**config.mk**
```make
export PLATFORM = sky130hd
export DESIGN_NAME = neuron_clk_divider_flat
export DESIGN_NICKNAME = d
export VERILOG_FILES = /design/src/rtl/neuron_clk_divider_pkg.sv /design/src/rtl/neuron_clk_divider_if.sv /design/src/rtl/neuron_clk_divider_half_period_divider.sv /design/src/rtl/neuron_clk_divider.sv /design/src/flat_wrapper.sv
export SDC_FILE = /design/constraint.sdc
export NUM_CORES = 1
export LEC_CHECK = 0
export ABC_AREA = 1
export BUFFER_PORTS_ARGS = -buffer_cell sky130_fd_sc_hd__buf_4
export CAP_MARGIN = 10
export CORE_MARGIN = 2
export CORE_UTILIZATION = 55
export DETAILED_ROUTE_END_ITERATION = 8
export PLACE_DENSITY_LB_ADDON = 0.08
export SLEW_MARGIN = 25
export SYNTH_ARGS = -nofsm -noshare
export SYNTH_HDL_FRONTEND = slang
export SYNTH_HIERARCHICAL = 1
export SYNTH_SLANG_ARGS = --single-unit
```
**constraint.sdc**
```tcl
create_clock -name rawclk -period 2.9 [get_ports rawclk]
set_input_delay 0.29 -clock rawclk [delete_from_list [all_inputs] [get_ports rawclk]]
set_output_delay 0.29 -clock rawclk [all_outputs]
set_load 0.02 [all_outputs]
```
**src/rtl/neuron_clk_divider_pkg.sv**
```systemverilog
// neuron_clk_pkg: shared widths, defaults and tap offsets for the neuron clock divider
package neuron_clk_pkg;
    localparam int HALF_CNT_W      = 18;
    localparam int NN_DEFAULT      = 8;
    localparam int SIM_BIT_OFS     = 1;
    localparam int SPINDLE_BIT_OFS = 3;

    function automatic int cnt_w(input int nn);
        return nn + 3;
    endfunction
endpackage

```
**src/rtl/neuron_clk_divider_if.sv**
```systemverilog
// neuron_clk_divider_if: half-period control and generated clocks/counter
//   half_cnt           half period in rawclk cycles minus one (master -> slave)
//   clk_out1           neuron clock
//   clk_out2           sim clock (counter bit NN-1)
//   clk_out3           spindle clock (counter bit NN-3)
//   int_neuron_cnt_out neuron-cycle counter, NN+3 bits
interface neuron_clk_divider_if
    import neuron_clk_pkg::*;
#(
    parameter int NN = NN_DEFAULT
);
    logic [HALF_CNT_W-1:0] half_cnt;
    logic                  clk_out1;
    logic                  clk_out2;
    logic                  clk_out3;
    logic [cnt_w(NN)-1:0]  int_neuron_cnt_out;

    modport master (
        output half_cnt,
        input  clk_out1, clk_out2, clk_out3, int_neuron_cnt_out
    );

    modport slave (
        input  half_cnt,
        output clk_out1, clk_out2, clk_out3, int_neuron_cnt_out
    );
endinterface

```
**src/rtl/neuron_clk_divider_half_period_divider.sv**
```systemverilog
// half_period_divider: divides clk by 2*(half_cnt+1), 50% duty, with rise strobe
//   clk        input  rawclk domain clock
//   rst        input  asynchronous active-high reset
//   half_cnt_i input  half period in clk cycles minus one
//   clk_o      output divided clock, registered
//   rise_o     output high in the cycle whose clock edge takes clk_o 0->1
// Optional macro NEURON_CLK_DIVIDER_HALF_CNT_LATCH_EN: half_cnt_i is held in a
// shadow register reloaded on each toggle, so changes land on half-period
// boundaries only.
module half_period_divider
    import neuron_clk_pkg::*;
(
    input  logic                  clk,
    input  logic                  rst,
    input  logic [HALF_CNT_W-1:0] half_cnt_i,
    output logic                  clk_o,
    output logic                  rise_o
);
    logic [HALF_CNT_W-1:0] div_q, div_d, lim;
    logic                  clk_q, clk_d, tc;

`ifdef NEURON_CLK_DIVIDER_HALF_CNT_LATCH_EN
    logic [HALF_CNT_W-1:0] shadow_q, shadow_d;
    assign lim      = shadow_q;
    assign shadow_d = tc ? half_cnt_i : shadow_q;
    always_ff @(posedge clk or posedge rst) begin
        if (rst) shadow_q <= half_cnt_i;
        else     shadow_q <= shadow_d;
    end
`else
    assign lim = half_cnt_i;
`endif

    // >= so a limit lowered below the running count terminates on the next edge
    assign tc     = div_q >= lim;
    assign div_d  = tc ? '0 : div_q + 1'b1;
    assign clk_d  = clk_q ^ tc;
    assign rise_o = tc & ~clk_q;
    assign clk_o  = clk_q;

    always_ff @(posedge clk or posedge rst) begin
        if (rst) begin
            div_q <= '0;
            clk_q <= 1'b0;
        end else begin
            div_q <= div_d;
            clk_q <= clk_d;
        end
    end
endmodule

```
**src/rtl/neuron_clk_divider.sv**
```systemverilog
// neuron_clk_divider: neuron/sim/spindle clock generator with neuron-cycle counter
//   rawclk input  sole clock
//   reset  input  asynchronous active-high reset
//   bus    slave  half_cnt in; clk_out1..3 and int_neuron_cnt_out out
// Optional macro NEURON_CLK_DIVIDER_HALF_CNT_LATCH_EN (see half_period_divider).
module neuron_clk_divider
    import neuron_clk_pkg::*;
#(
    parameter int NN = NN_DEFAULT
)(
    input  logic                 rawclk,
    input  logic                 reset,
    neuron_clk_divider_if.slave  bus
);
    localparam int CW = cnt_w(NN);

    if (NN < 3) begin : g_nn_check
        $error("neuron_clk_divider: NN must be >= 3");
    end

    logic          rise;
    logic [CW-1:0] cnt_q, cnt_d;

    half_period_divider u_div (
        .clk        (rawclk),
        .rst        (reset),
        .half_cnt_i (bus.half_cnt),
        .clk_o      (bus.clk_out1),
        .rise_o     (rise)
    );

    // counter steps on the same edge clk_out1 rises; wraps silently
    assign cnt_d = rise ? cnt_q + 1'b1 : cnt_q;

    always_ff @(posedge rawclk or posedge reset) begin
        if (reset) cnt_q <= '0;
        else       cnt_q <= cnt_d;
    end

    assign bus.int_neuron_cnt_out = cnt_q;
    assign bus.clk_out2           = cnt_q[NN-SIM_BIT_OFS];
    assign bus.clk_out3           = cnt_q[NN-SPINDLE_BIT_OFS];
endmodule

```
**src/flat_wrapper.sv**
```systemverilog
// flat-port wrapper written by rule: the top's interface ports become plain ports
module neuron_clk_divider_flat import neuron_clk_pkg::*;
#(
    parameter int NN = NN_DEFAULT
)
  (rawclk, reset, bus_half_cnt, bus_clk_out1, bus_clk_out2, bus_clk_out3, bus_int_neuron_cnt_out);
  neuron_clk_divider_if #(.NN(NN)) bus_i ();
  input  logic rawclk;
  input  logic reset;
  input wire logic [$bits(bus_i.half_cnt)-1:0] bus_half_cnt;
  output wire logic [$bits(bus_i.clk_out1)-1:0] bus_clk_out1;
  output wire logic [$bits(bus_i.clk_out2)-1:0] bus_clk_out2;
  output wire logic [$bits(bus_i.clk_out3)-1:0] bus_clk_out3;
  output wire logic [$bits(bus_i.int_neuron_cnt_out)-1:0] bus_int_neuron_cnt_out;
  assign bus_i.half_cnt = bus_half_cnt;
  assign bus_clk_out1 = bus_i.clk_out1;
  assign bus_clk_out2 = bus_i.clk_out2;
  assign bus_clk_out3 = bus_i.clk_out3;
  assign bus_int_neuron_cnt_out = bus_i.int_neuron_cnt_out;
  neuron_clk_divider #(.NN(NN)) u_core (.rawclk(rawclk), .reset(reset), .bus(bus_i));
endmodule
```
### Word level (Yosys, flattened, before mapping)

Cells that the tools add are included.

| word-level totals | value |
|---|---|
| register bits after elaboration | 30 |
| input bits | 20 |
| output and inout port bits | 14 |
| logic and storage cells | 10 |

| operators by class | value |
|---|---|
| bitwise logic cells | 3 |
| order comparisons | 1 |
| muxes and demuxes | 1 |
| add/subtract/negate cells | 2 |

Operators with widths:

| cell | count |
|---|---|
| $add A18 B1 Y18 const B | 1 |
| $ge A18 B18 Y1 | 1 |
| $mux W18 | 1 |
| $add A11 B1 Y11 const B | 1 |
| $and A1 B1 Y1 | 1 |
| $not A1 Y1 | 1 |
| $xor A1 B1 Y1 | 1 |

### Longest topological paths before layout

Gate-level depths: netlist (run 1).

| depth | value |
|---|---|
| word-level depth | 2 |
| depth in mapped cells | 18 |
| mapped depth without buffers | 17 |

### By module

The synthesis (run 1) kept the hierarchy.

By module, submodules not included:

| module | area each (um^2) | cells each | times used | seq. area each (um^2) |
|---|---|---|---|---|
| half_period_divider | 1,537.7 | 194 | 1 | 475.5 |
| neuron_clk_divider | 553.0 | 61 | 1 | 275.3 |

### Worst setup path before layout (run 1)

No wires, ideal clock.

| timing | value |
|---|---|
| path type | register to register |
| start | register u_core.u_div.div_q[9] |
| end | register u_core.cnt_q[5] (netlist: u_core/bus.int_neuron_cnt_out[5]) |
| setup slack | 0.702 ns |
| path buffers | 1 |
| arrival | 2.079 ns |
| cell stages (with the launch flop) | 15 |
| setup time | 0.118 ns |
| cell sequence | dfrtp_1 ha_1 nand2_1 nor2_2 nand2_1 nor2_1 nor2_2 nand3_4 buf_12 ha_1 nand2_2 nor2_4 nand2_2 xor2_1 inv_1 |

| on the way | value |
|---|---|
| word-level cells in the longest chain between the ends | 2 |

RTL lines:

| item | RTL line | source |
|---|---|---|
| start: declaration | neuron_clk_divider_half_period_divider.sv:19 | `logic [HALF_CNT_W-1:0] div_q, div_d, lim;` |
| start signal: assignment | neuron_clk_divider_half_period_divider.sv:46 | `div_q <= div_d;` |
| $ge A18 B18 Y1 | neuron_clk_divider_half_period_divider.sv:35 | `assign tc = div_q >= lim;` |
| $and A1 B1 Y1 | neuron_clk_divider_half_period_divider.sv:38 | `assign rise_o = tc & ~clk_q;` |
| via u_core.rise | neuron_clk_divider.sv:21 | `logic rise;` |
| end signal: assignment | neuron_clk_divider.sv:37 | `else cnt_q <= cnt_d;` |
| end: declaration | neuron_clk_divider.sv:22 | `logic [CW-1:0] cnt_q, cnt_d;` |

The timed path passes the listed nets, and every way through them passes these cells.
A chain may end at the register's enable or synchronous reset.

### Worst setup path in the final report (run 1)

| timing | value |
|---|---|
| start | register u_core.u_div.div_q[9] |
| end | register u_core.cnt_q[7] (netlist: u_core/bus.int_neuron_cnt_out[7]) |

Same word-level chain as after synthesis.

==> flow_metrics.env, run 1 <==
export IMPL_required_ns=3.05
export IMPL_tns_ns=0
export IMPL_cts_buffers_inserted=5
export IMPL_wl_per_cell_um=10.6
export IMPL_crit_arrival_ns=2.42
export IMPL_clock_sinks=30
export IMPL_reg2reg_depth=13
export IMPL_post_cts_buffers=0
export IMPL_ys_flop_type="dfrtp_1"
export IMPL_syn_avg_cell_area_sq_um=8.20
export IMPL_core_area_sq_um=3660
export IMPL_ctsResizeCount=0
export IMPL_synthArstFlopShare=1.00
export IMPL_fin_crit_ns=2.27
export IMPL_wirelength_um=3620
export IMPL_critPathMaxFanout=5
export IMPL_p_per_area_nw_per_um2=422
export IMPL_hold_path_class="in -> async"
export IMPL_htree_levels=2
export IMPL_die_w_um=65.7
export IMPL_power_leakage_nw=1.30
export IMPL_ant_nets=0
export IMPL_drtPass1Iterations=4
export IMPL_r2r_end="u_core/bus.int_neuron_cnt_out[7]$_DFFE_PP0P_"
export IMPL_drv_cap=0
export IMPL_antenna_found_initial=0
export IMPL_r2r_slack_ns=0.63
export IMPL_yosysUniqueCellTypes=27
export IMPL_grt_max_degree=20
export IMPL_cts_tree="built"
export IMPL_holdWs_ns=0.0159
export IMPL_clock_fmax_ghz=0.441
export IMPL_grt_overflow_total=0
export IMPL_num_vias=1571
export IMPL_holdBufCountCts=0
export IMPL_rsz0062_at_grt="no"
export IMPL_start_kind="flop"
export IMPL_clock_latency_ns=0.27
export IMPL_finalSetupViolCount=0
export IMPL_dp_hpwl_um=2910
export IMPL_finalPower_mw=1.03
export IMPL_finalHoldViolations=0
export IMPL_cts_root_buf="clkbuf_8"
export IMPL_start_util=0.571
export IMPL_crit_type="reg -> reg"
export IMPL_area_delta_synth_final_pct=17.1
export IMPL_worst_slew_pin_slew_ns=0.728
export IMPL_drt_initial_drc_count=81
export IMPL_syn_num_nets=296
export IMPL_die_h_um=65.7
export IMPL_status="completed"
export IMPL_synth_edf_count=0
export IMPL_end_kind="flop"
export IMPL_grt_first_pass_wirelength_um=6420
export IMPL_clk_path_buf_depth=2
export IMPL_synth_cell_area_sq_um=2090
export IMPL_dieArea_sq_um=4310
export IMPL_slew_viol_final=0
export IMPL_netlist_instances=255
export IMPL_nFillCells=330
export IMPL_grt_use_total=0.200
export IMPL_clock_skew_ns=0.00676
export IMPL_final_cell_area_sq_um=2450
export IMPL_antenna_cells=0
export IMPL_grt_pass1_vias=1504
export IMPL_drc=0
export IMPL_yosysWarningCount=6
export IMPL_slew_headroom=0.514
export IMPL_max_vdd_ir_drop_mv=0.542
export IMPL_nNetsFinal=334
export IMPL_ioPinCount=34
export IMPL_placed_area_sq_um=2370
export IMPL_cts_clk_slew_worst_paths_ns=0.06
export IMPL_fin_crit_sh=0.782
export IMPL_layout_commonest_cell="nand2_1"
export IMPL_ys_ff_latch=30
export IMPL_vias_per_cell=4.61
export IMPL_gp_congestion=0.737
export IMPL_r2r_start="u_core/u_div/div_q[9]$_DFF_PP0_"
export IMPL_setup_ws_ns=0.631
export IMPL_rows=22
export IMPL_layout_common_cells="nand2_1 (51), inv_1 (42), buf_4 (34)"
export IMPL_ys_seq_area_frac=0.359
export IMPL_io_buffers=33
export IMPL_layout_drive_gt1_share=0.256
export IMPL_pre_cts_slack_ns=0.661
## sequential cells by signal (all words and copies together) (netlist names)
register,cells
u_core/bus.int_neuron_cnt_out,11
u_core/u_div/div_q,18
u_core/u_div/clk_o,1
## logic make-up after synthesis
family	Yosys count	share of synthesized area
simple gates	125	0.299
buf+inv	47	0.0958
fa+ha+maj	21	0.126
flops	30	0.359
xor+xnor	21	0.0880
mux	1	0.00539
compound gates	10	0.0275
## critical path, cell delays in order (launching register included)
cell and delay, ns:
dfrtp_1 0.43, ha_1 0.31, nand2_1 0.08, nor2_2 0.13, nand2_1 0.10, nor2_2 0.16
nor2_2 0.06, nand3_4 0.09, ha_1 0.26, nand2_2 0.10, nor2_4 0.14, nand2_2 0.08
o21ai_1 0.14, nand2_1 0.06
## worst max path at each step
stage / slack, ns / cells after the start / end / startpoint
global placement: 0.72 / 12 / u_core/bus.int_neuron_cnt_out[8]$_DFFE_PP0P_ / u_core/u_div/div_q[9]$_DFF_PP0_
CTS: 0.64 / 13 / u_core/bus.int_neuron_cnt_out[7]$_DFFE_PP0P_ / u_core/u_div/div_q[9]$_DFF_PP0_
finish: 0.63 / 13 / u_core/bus.int_neuron_cnt_out[7]$_DFFE_PP0P_ / u_core/u_div/div_q[9]$_DFF_PP0_
floorplan: 0.70 / 14 / u_core/bus.int_neuron_cnt_out[5]$_DFFE_PP0P_ / u_core/u_div/div_q[9]$_DFF_PP0_
detailed placement: 0.66 / 13 / u_core/bus.int_neuron_cnt_out[7]$_DFFE_PP0P_ / u_core/u_div/div_q[9]$_DFF_PP0_
global route: 0.43 / 12 / u_core/bus.int_neuron_cnt_out[8]$_DFFE_PP0P_ / u_core/u_div/div_q[9]$_DFF_PP0_
## metal layers
metal  part of all wire  global-route usage
met4              0.025              0.0885
met3              0.035              0.0428
met5                  0                   0
met1               0.49               0.268
met2               0.45               0.311
## per-stage QoR
stage / util / std cells
2_1_floorplan: - / 255
3_3_place_gp: 0.648 / 334
3_5_place_dp: 0.648 / 334
4_1_cts: 0.668 / 341
5_1_grt: 0.668 / 341
6_report: 0.668 / 341
## final cells by class
class | instances | area (sq um) | area share
Tap cell | 48 | 60.1 | 0.0245
Timing Repair Buffer | 34 | 255 | 0.104
Inverter | 44 | 165 | 0.0675
Sequential cell | 30 | 751 | 0.307
Multi-Input combinational cell | 178 | 1140 | 0.466
Clock buffer | 7 | 76.3 | 0.0312
## report_power, final
part | internal (mW) | switching (mW) | leakage [nW]
Sequential | 0.458 | 0.0562 | 0.398
Combinational | 0.0993 | 0.119 | 0.863
Clock | 0.165 | 0.136 | 0.0383
## synth_stat cells, types with 2 or more instances
library cell	count	area share
inv_1	42	0.075
ha_1	21	0.13
o21ai_1	2	0.0048
nand3_1	10	0.024
xor2_1	13	0.054
nor2_2	14	0.042
dfrtp_1	30	0.36
nand2_1	51	0.092
nand4_1	3	0.0090
nand2_2	9	0.027
nor2_1	28	0.050
buf_4	2	0.0072
inv_2	2	0.0036
xnor2_1	8	0.034
nor2_4	5	0.027
a21oi_1	4	0.0096
No activity file was read; power rests on OpenSTA's default activity.
==> run 2: changes to the inputs <==
==> constraint.sdc (replaced) <==
create_clock -name rawclk -period 2.3 [get_ports rawclk]
set_input_delay 0.23 -clock rawclk [delete_from_list [all_inputs] [get_ports rawclk]]
set_output_delay 0.23 -clock rawclk [all_outputs]
set_load 0.02 [all_outputs]
==> run 2 against run 1 <==
  * Clock-buffer cell count rose by 1
  * Design area up 2.8%
  * Core utilization rose by 1.9 points
  * Combinational power grew 28%
  * Sequential power up 26%
  * Clock power grew 64%
  * Final cell count grew 1.5%
  * Sequential share of layout area decreased by 0.84 points
  * Fmax grew 5.9%
  * Setup slack worse by 0.47 ns
  * Global-route usage increased by 0.74 points
  * Power grew 38%
==> flow_metrics.env, run 2 (same netlist as run 1, synthesis figures left out) <==
export IMPL_cts_root_buf="clkbuf_8"
export IMPL_drt_initial_drc_count=41
export IMPL_antenna_found_initial=0
export IMPL_status="completed"
export IMPL_grt_first_pass_wirelength_um=6580
export IMPL_num_vias=1608
export IMPL_nFillCells=314
export IMPL_placed_area_sq_um=2390
export IMPL_largest_reg_flops=18
export IMPL_finalSetupViolCount=0
export IMPL_critPathMaxFanout=5
export IMPL_power_leakage_nw=1.34
export IMPL_grt_overflow_total=0
export IMPL_gp_congestion=0.765
export IMPL_drv_cap=0
export IMPL_htree_levels=2
export IMPL_crit_type="reg -> reg"
export IMPL_core_area_sq_um=3660
export IMPL_slew_viol_final=0
export IMPL_clock_fmax_ghz=0.467
export IMPL_finalHoldViolations=0
export IMPL_vias_per_cell=4.65
export IMPL_rows=22
export IMPL_io_buffers=33
export IMPL_p_per_area_nw_per_um2=565
export IMPL_start_kind="flop"
export IMPL_die_w_um=65.7
export IMPL_wl_met3_um=137
export IMPL_wl_met2_um=1730
export IMPL_area_delta_synth_final_pct=20.3
export IMPL_cts_tree="built"
export IMPL_hold_path_class="in -> async"
export IMPL_clock_latency_ns=0.28
export IMPL_required_ns=2.47
export IMPL_rsz0062_at_grt="no"
export IMPL_end_kind="flop"
export IMPL_drc=0
export IMPL_clock_skew_ns=0.00255
export IMPL_slew_headroom=0.513
export IMPL_grt_use_total=0.207
export IMPL_layout_commonest_cell="nand2_1"
export IMPL_wl_per_cell_um=11.1
export IMPL_clock_sinks=30
export IMPL_dieArea_sq_um=4310
export IMPL_worst_slew_pin_slew_ns=0.729
export IMPL_tns_ns=0
export IMPL_ant_nets=0
export IMPL_cts_clk_slew_worst_paths_ns=0.06
export IMPL_drtPass1Iterations=4
export IMPL_grt_pass1_vias=1514
export IMPL_nNetsFinal=338
export IMPL_fin_crit_sh=0.932
export IMPL_max_vdd_ir_drop_mv=0.569
export IMPL_cts_buffers_inserted=5
export IMPL_layout_common_cells="nand2_1 (51), inv_1 (42), buf_4 (37)"
export IMPL_top_layer_used="met4"
export IMPL_final_cell_area_sq_um=2520
export IMPL_dp_hpwl_um=3060
export IMPL_start_util=0.571
export IMPL_drt_met1_wl_um=1890
export IMPL_fin_crit_ns=2.14
export IMPL_crit_arrival_ns=2.31
export IMPL_die_h_um=65.7
export IMPL_layout_drive_gt1_share=0.275
export IMPL_ioPinCount=34
export IMPL_grt_max_degree=20
export IMPL_wirelength_um=3840
export IMPL_post_cts_buffers=0
export IMPL_top_register="u_core/u_div/div_q"
export IMPL_antenna_cells=0
export IMPL_clk_path_buf_depth=2
[run 2: changes by cell type in the layout (fill, tap and decap cells not counted)]
cell and change:
ha_2 +1, clkbuf_8 +3, buf_4 +3, dlygate4sd3_1 +1, clkbuf_1 -2, ha_1 -1
[run 2: critical path, cell delays in order (launching register included)]
cell	delay, ns
dfrtp_1	0.43
ha_1	0.31
nand2_1	0.08
nor2_2	0.12
nand2_1	0.10
nor2_1	0.15
nor2_2	0.06
nand3_4	0.07
ha_2	0.23
nand2_2	0.10
nor2_4	0.16
nand2_1	0.09
xnor2_1	0.13
[run 2: layout make-up]
class / instances / area (sq um) / share of cell area
multi-input cells: 178 / 1140 / 0.454
inverters: 44 / 165 / 0.0656
well taps: 48 / 60.1 / 0.0239
flip-flops and latches: 30 / 751 / 0.298
repair buffers: 38 / 288 / 0.114
clock buffers: 8 / 110 / 0.0438
[run 2: power by group]
group / leakage, nW / total, mW / switching, mW / internal [mW]
registers: 0.398 / 0.649 / 0.0719 / 0.577
clock network: 0.0575 / 0.493 / 0.191 / 0.302
logic: 0.882 / 0.280 / 0.153 / 0.127
[run 2: worst paths after layout]
path,from,endpoint,slack [ns],cells past startpoint
max in group asynchronous,reset,u_core/u_div/div_q[0]$_DFF_PP0_,1.20,3
max reg2reg,u_core/u_div/div_q[9]$_DFF_PP0_,u_core/bus.int_neuron_cnt_out[8]$_DFFE_PP0P_,0.16,12
max,u_core/u_div/div_q[9]$_DFF_PP0_,u_core/bus.int_neuron_cnt_out[8]$_DFFE_PP0P_,0.16,12
min in group rawclk,u_core/u_div/div_q[0]$_DFF_PP0_,u_core/u_div/div_q[0]$_DFF_PP0_,0.51,1
min reg2reg,u_core/u_div/div_q[0]$_DFF_PP0_,u_core/u_div/div_q[0]$_DFF_PP0_,0.51,1
min,reset,u_core/bus.int_neuron_cnt_out[9]$_DFFE_PP0P_,0.51,3
[run 2: timing repair]
action	CTS	global route
hold endpoints to repair	11	0
gates resized for setup	0	1
hold buffers	1	0
setup endpoints to repair	0	5
[run 2: layer usage]
| metal | vias up | track usage |
|---|---|---|
| li1 | 862 | - |
| met1 | 717 | 0.280 |
| met2 | 22 | 0.313 |
| met3 | 7 | 0.0548 |
| met4 | 0 | 0.0885 |
| met5 | - | 0 |
[run 2: per-stage QoR]
step / std cells / hold WS (ns) / utilization / setup slack [ns] / power [mW]
final: 346 / 0.508 / 0.687 / 0.157 / 1.42
after detailed placement: 337 / 0.258 / 0.654 / 0.136 / 0.941
after global routing: 346 / 0.522 / 0.687 / 0.0103 / 1.51
after CTS: 346 / 0.503 / 0.687 / 0.115 / 1.45
after global placement: 337 / 0.258 / 0.654 / 0.156 / 0.931
after floorplan: 255 / 0.0824 / - / 0.102 / 0.857
==> run 3: changes to the inputs <==
--- a/config.mk
+++ b/config.mk
@@ -5,12 +5,12 @@
 export SDC_FILE = /design/constraint.sdc
 export NUM_CORES = 1
 export LEC_CHECK = 0
-export ABC_AREA = 1
 export BUFFER_PORTS_ARGS = -buffer_cell sky130_fd_sc_hd__buf_4
 export CAP_MARGIN = 10
 export CORE_MARGIN = 2
 export CORE_UTILIZATION = 55
 export DETAILED_ROUTE_END_ITERATION = 8
+export GPL_ROUTABILITY_DRIVEN = 0
 export PLACE_DENSITY_LB_ADDON = 0.08
 export SLEW_MARGIN = 25
 export SYNTH_ARGS = -nofsm -noshare
==> run 3 against run 2 <==
  * The run now ends with negative setup slack left
  * Largest power group is now combinational logic
  * First-iteration DRC count is 9.8% higher
  * Clock-buffer cell count shrank 1
  * Setup slack worse by 0.38 ns
  * Critical path type unchanged
  * Sequential power is 17% higher
  * Combinational power rose to 3.4 times the previous value
  * Power grew 44%
==> flow_metrics.env, run 3 <==
export IMPL_status="finished with violations"
export IMPL_violations="negative setup slack"
export IMPL_pwr_share_comb=0.469
export IMPL_start_util=0.570
export IMPL_drt_initial_drc_count=45
export IMPL_yosysMostFrequentCell="dfrtp_1"
export IMPL_clock_latency_ns=0.33
export IMPL_area_delta_synth_final_pct=39.3
export IMPL_dp_cells=285
export IMPL_setup_ws_ns=-0.227
export IMPL_final_core_util=0.794
export IMPL_synthAdderAreaFrac=0.139
export IMPL_finalSetupViolCount=11
export IMPL_ys_seq_area_frac=0.398
export IMPL_final_cells=301
export IMPL_worst_slew_pin_slew_ns=0.707
export IMPL_grt_first_pass_wirelength_um=7760
export IMPL_layout_drive_gt1_share=0.392
export IMPL_num_vias=1615
export IMPL_worst_path_largest_cell_delay_ns=0.38
export IMPL_layout_commonest_cell="buf_4"
export IMPL_worstSetupEndpoint="u_core/bus.int_neuron_cnt_out[9]$_DFFE_PP0P_"
export IMPL_cp_cell_sequence="inv_1, ha_1, nand2b_4, a21oi_2, or2_4, a2111oi_4, or2_4, ha_4, nand4_4, buf_6, nor3_4, xnor2_1"
export IMPL_r2r_slack_ns=-0.23
export IMPL_r2r_end="u_core/bus.int_neuron_cnt_out[9]$_DFFE_PP0P_"
export IMPL_fin_crit_sh=1.10
export IMPL_p_per_area_nw_per_um2=782
export IMPL_die_w_um=62.6
export IMPL_syn_avg_cell_area_sq_um=9.92
export IMPL_yosysTopAreaCellShare=0.398
export IMPL_finalHoldViolations=0
export IMPL_vias_per_cell=5.37
export IMPL_cpMaxStageDelayCell="dfrtp_1"
export IMPL_synth_edf_count=0
export IMPL_ys_ff_latch=30
export IMPL_reg2reg_depth=12
export IMPL_synth_cell_area_sq_um=1890
export IMPL_core_area_sq_um=3310
export IMPL_nFillCells=229
export IMPL_ff_latch_area_sq_um=751
export IMPL_rows=21
export IMPL_nNetsFinal=295
export IMPL_r2r_start="u_core/u_div/div_q[0]$_DFF_PP0_"
export IMPL_syn_num_nets=231
export IMPL_synth_simple_area_share=0.208
export IMPL_sw_frac_of_total=0.377
export IMPL_max_vdd_ir_drop_mv=0.575
export IMPL_ant_nets=0
export IMPL_cts_root_buf="clkbuf_4"
export IMPL_end_kind="flop"
export IMPL_pre_cts_slack_ns=-0.243
export IMPL_synth_top_family_by_area="simple AND/OR/NAND/NOR gates"
export IMPL_wl_per_cell_um=15.1
export IMPL_p_int_mw=1.28
export IMPL_clk_path_buf_depth=2
export IMPL_wirelength_um=4540
export IMPL_synth_compound_area_frac=0.0564
export IMPL_grt_use_total=0.251
export IMPL_antenna_cells=0
export IMPL_crit_top_cell="or2_4"
export IMPL_cts_tree="built"
export IMPL_power_leakage_nw=1.33
export IMPL_cts_buffers_inserted=5
export IMPL_fin_crit_ns=2.53
export IMPL_synth_area_mux_share=0.00597
export IMPL_rsz0062_at_grt="yes"
export IMPL_io_buffers=33
export IMPL_drv_cap=0
export IMPL_ioPinCount=34
export IMPL_yosysWarningCount=6
export IMPL_p_switching_mw=0.774
export IMPL_layout_common_cells="buf_4 (58), dfrtp_1 (30), inv_1 (26)"
export IMPL_cp_buffers_inverters=2
export IMPL_grt_max_degree=20
export IMPL_required_ns=2.53
export IMPL_clock_skew_ns=0.0260
export IMPL_die_h_um=62.6
export IMPL_critPathMaxFanout=5
export IMPL_start_kind="flop"
export IMPL_seqPwrFrac=0.369
export IMPL_top_register="u_core/u_div/div_q"
export IMPL_path_delay_family="simple AND/OR/NAND/NOR gates"
export IMPL_clock_sinks=30
export IMPL_grt_pass1_vias=1737
export IMPL_grt_overflow_total=0
export IMPL_slew_headroom=0.528
export IMPL_antenna_found_initial=0
export IMPL_cts_clk_slew_worst_paths_ns=0.11
export IMPL_clkPwrFrac=0.161
export IMPL_netlist_instances=190
export IMPL_dieArea_sq_um=3910
export IMPL_yosysUniqueCellTypes=29
export IMPL_synthArstFlopShare=1.00
export IMPL_crit_arrival_ns=2.76
export IMPL_synth_common_cells="dfrtp_1 (30), inv_1 (26), nor3_1 (22)"
export IMPL_crit_type="reg -> reg"
export IMPL_hold_path_class="in -> async"
export IMPL_clock_fmax_ghz=0.396
export IMPL_ys_top_cells_by_area="dfrtp_1 (40%), ha_1 (14%), xnor2_1 (6.5%)"
export IMPL_slew_viol_final=0
export IMPL_path_depth=12
export IMPL_multiInputGateArea_sq_um=1190
export IMPL_holdWs_ns=0.457
export IMPL_drc=0
export IMPL_synth_xor_area_frac=0.121
export IMPL_htree_levels=2
export IMPL_ys_flop_type="dfrtp_1"
export IMPL_largest_reg_flops=18
export IMPL_finalPower_mw=2.05
export IMPL_dp_hpwl_um=3150
export IMPL_drtPass1Iterations=4
export IMPL_synth_largest_area_cell="dfrtp_1"
export IMPL_crit_start="u_core/u_div/div_q[0]$_DFF_PP0_"
[run 3: logic make-up after synthesis]
family | Yosys count
mux | 1
compound gates | 13
simple gates | 69
buf+inv | 30
flops | 30
fa+ha+maj | 21
xor+xnor | 26
[run 3: how the worst min path moves through the flow]
stage                                                         to  slack [ns]  startpoint  depth (start not counted)
finish              u_core/bus.int_neuron_cnt_out[6]$_DFFE_PP0P_        0.46       reset                          3
global route        u_core/bus.int_neuron_cnt_out[6]$_DFFE_PP0P_        0.47       reset                          3
CTS                 u_core/bus.int_neuron_cnt_out[6]$_DFFE_PP0P_        0.45       reset                          3
detailed placement  u_core/bus.int_neuron_cnt_out[4]$_DFFE_PP0P_        0.25       reset                          2
global placement    u_core/bus.int_neuron_cnt_out[5]$_DFFE_PP0P_        0.25       reset                          2
floorplan           u_core/bus.int_neuron_cnt_out[0]$_DFFE_PP0P_        0.08       reset                          1
[run 3: final cells by class]
| class | count | share of cell area |
|---|---|---|
| Inverter | 26 | 0.0371 |
| Multi-Input combinational cell | 130 | 0.454 |
| Timing Repair Buffer | 61 | 0.178 |
| Clock inverter | 1 | 0.00190 |
| Tap cell | 46 | 0.0219 |
| Clock buffer | 7 | 0.0210 |
| Sequential cell | 30 | 0.286 |
[run 3: per-layer routing]
layer | GRT usage | part of all wire
met5 | 0 | 0
met1 | 0.301 | 0.41
met2 | 0.438 | 0.53
met3 | 0.0613 | 0.048
met4 | 0.0889 | 0.017
[run 3: through the flow]
stage / cell area [sq um] / setup TNS [ns]
after detailed placement: 2330 / -0.804
after global placement: 2330 / -0.292
after CTS: 2540 / -0.549
after global routing: 2630 / -2.34
after floorplan: 1910 / -1.59
final: 2630 / -1.22
[run 3: tightest hold or removal path, cell delays in order]
cell           delay (ns)
dlygate4sd3_1        0.54
buf_4                0.14
inv_1                0.33
[run 3: what timing repair did]
item	CTS	global route
hold endpoints to repair	11	0
hold buffers	1	0
resized for setup	14	15
pin swaps	6	10
setup endpoints to repair	8	11
setup buffers	3	5
[run 3: power by group through the flow]
stage | clock (mW) | sequential, mW | combinational (mW)
finish | 0.332 | 0.758 | 0.964
global route | 0.368 | 0.775 | 1.06
CTS | 0.335 | 0.760 | 0.874
detailed placement | 0 | 0.762 | 0.823
global placement | 0 | 0.753 | 0.781
floorplan | 0 | 0.830 | 0.406
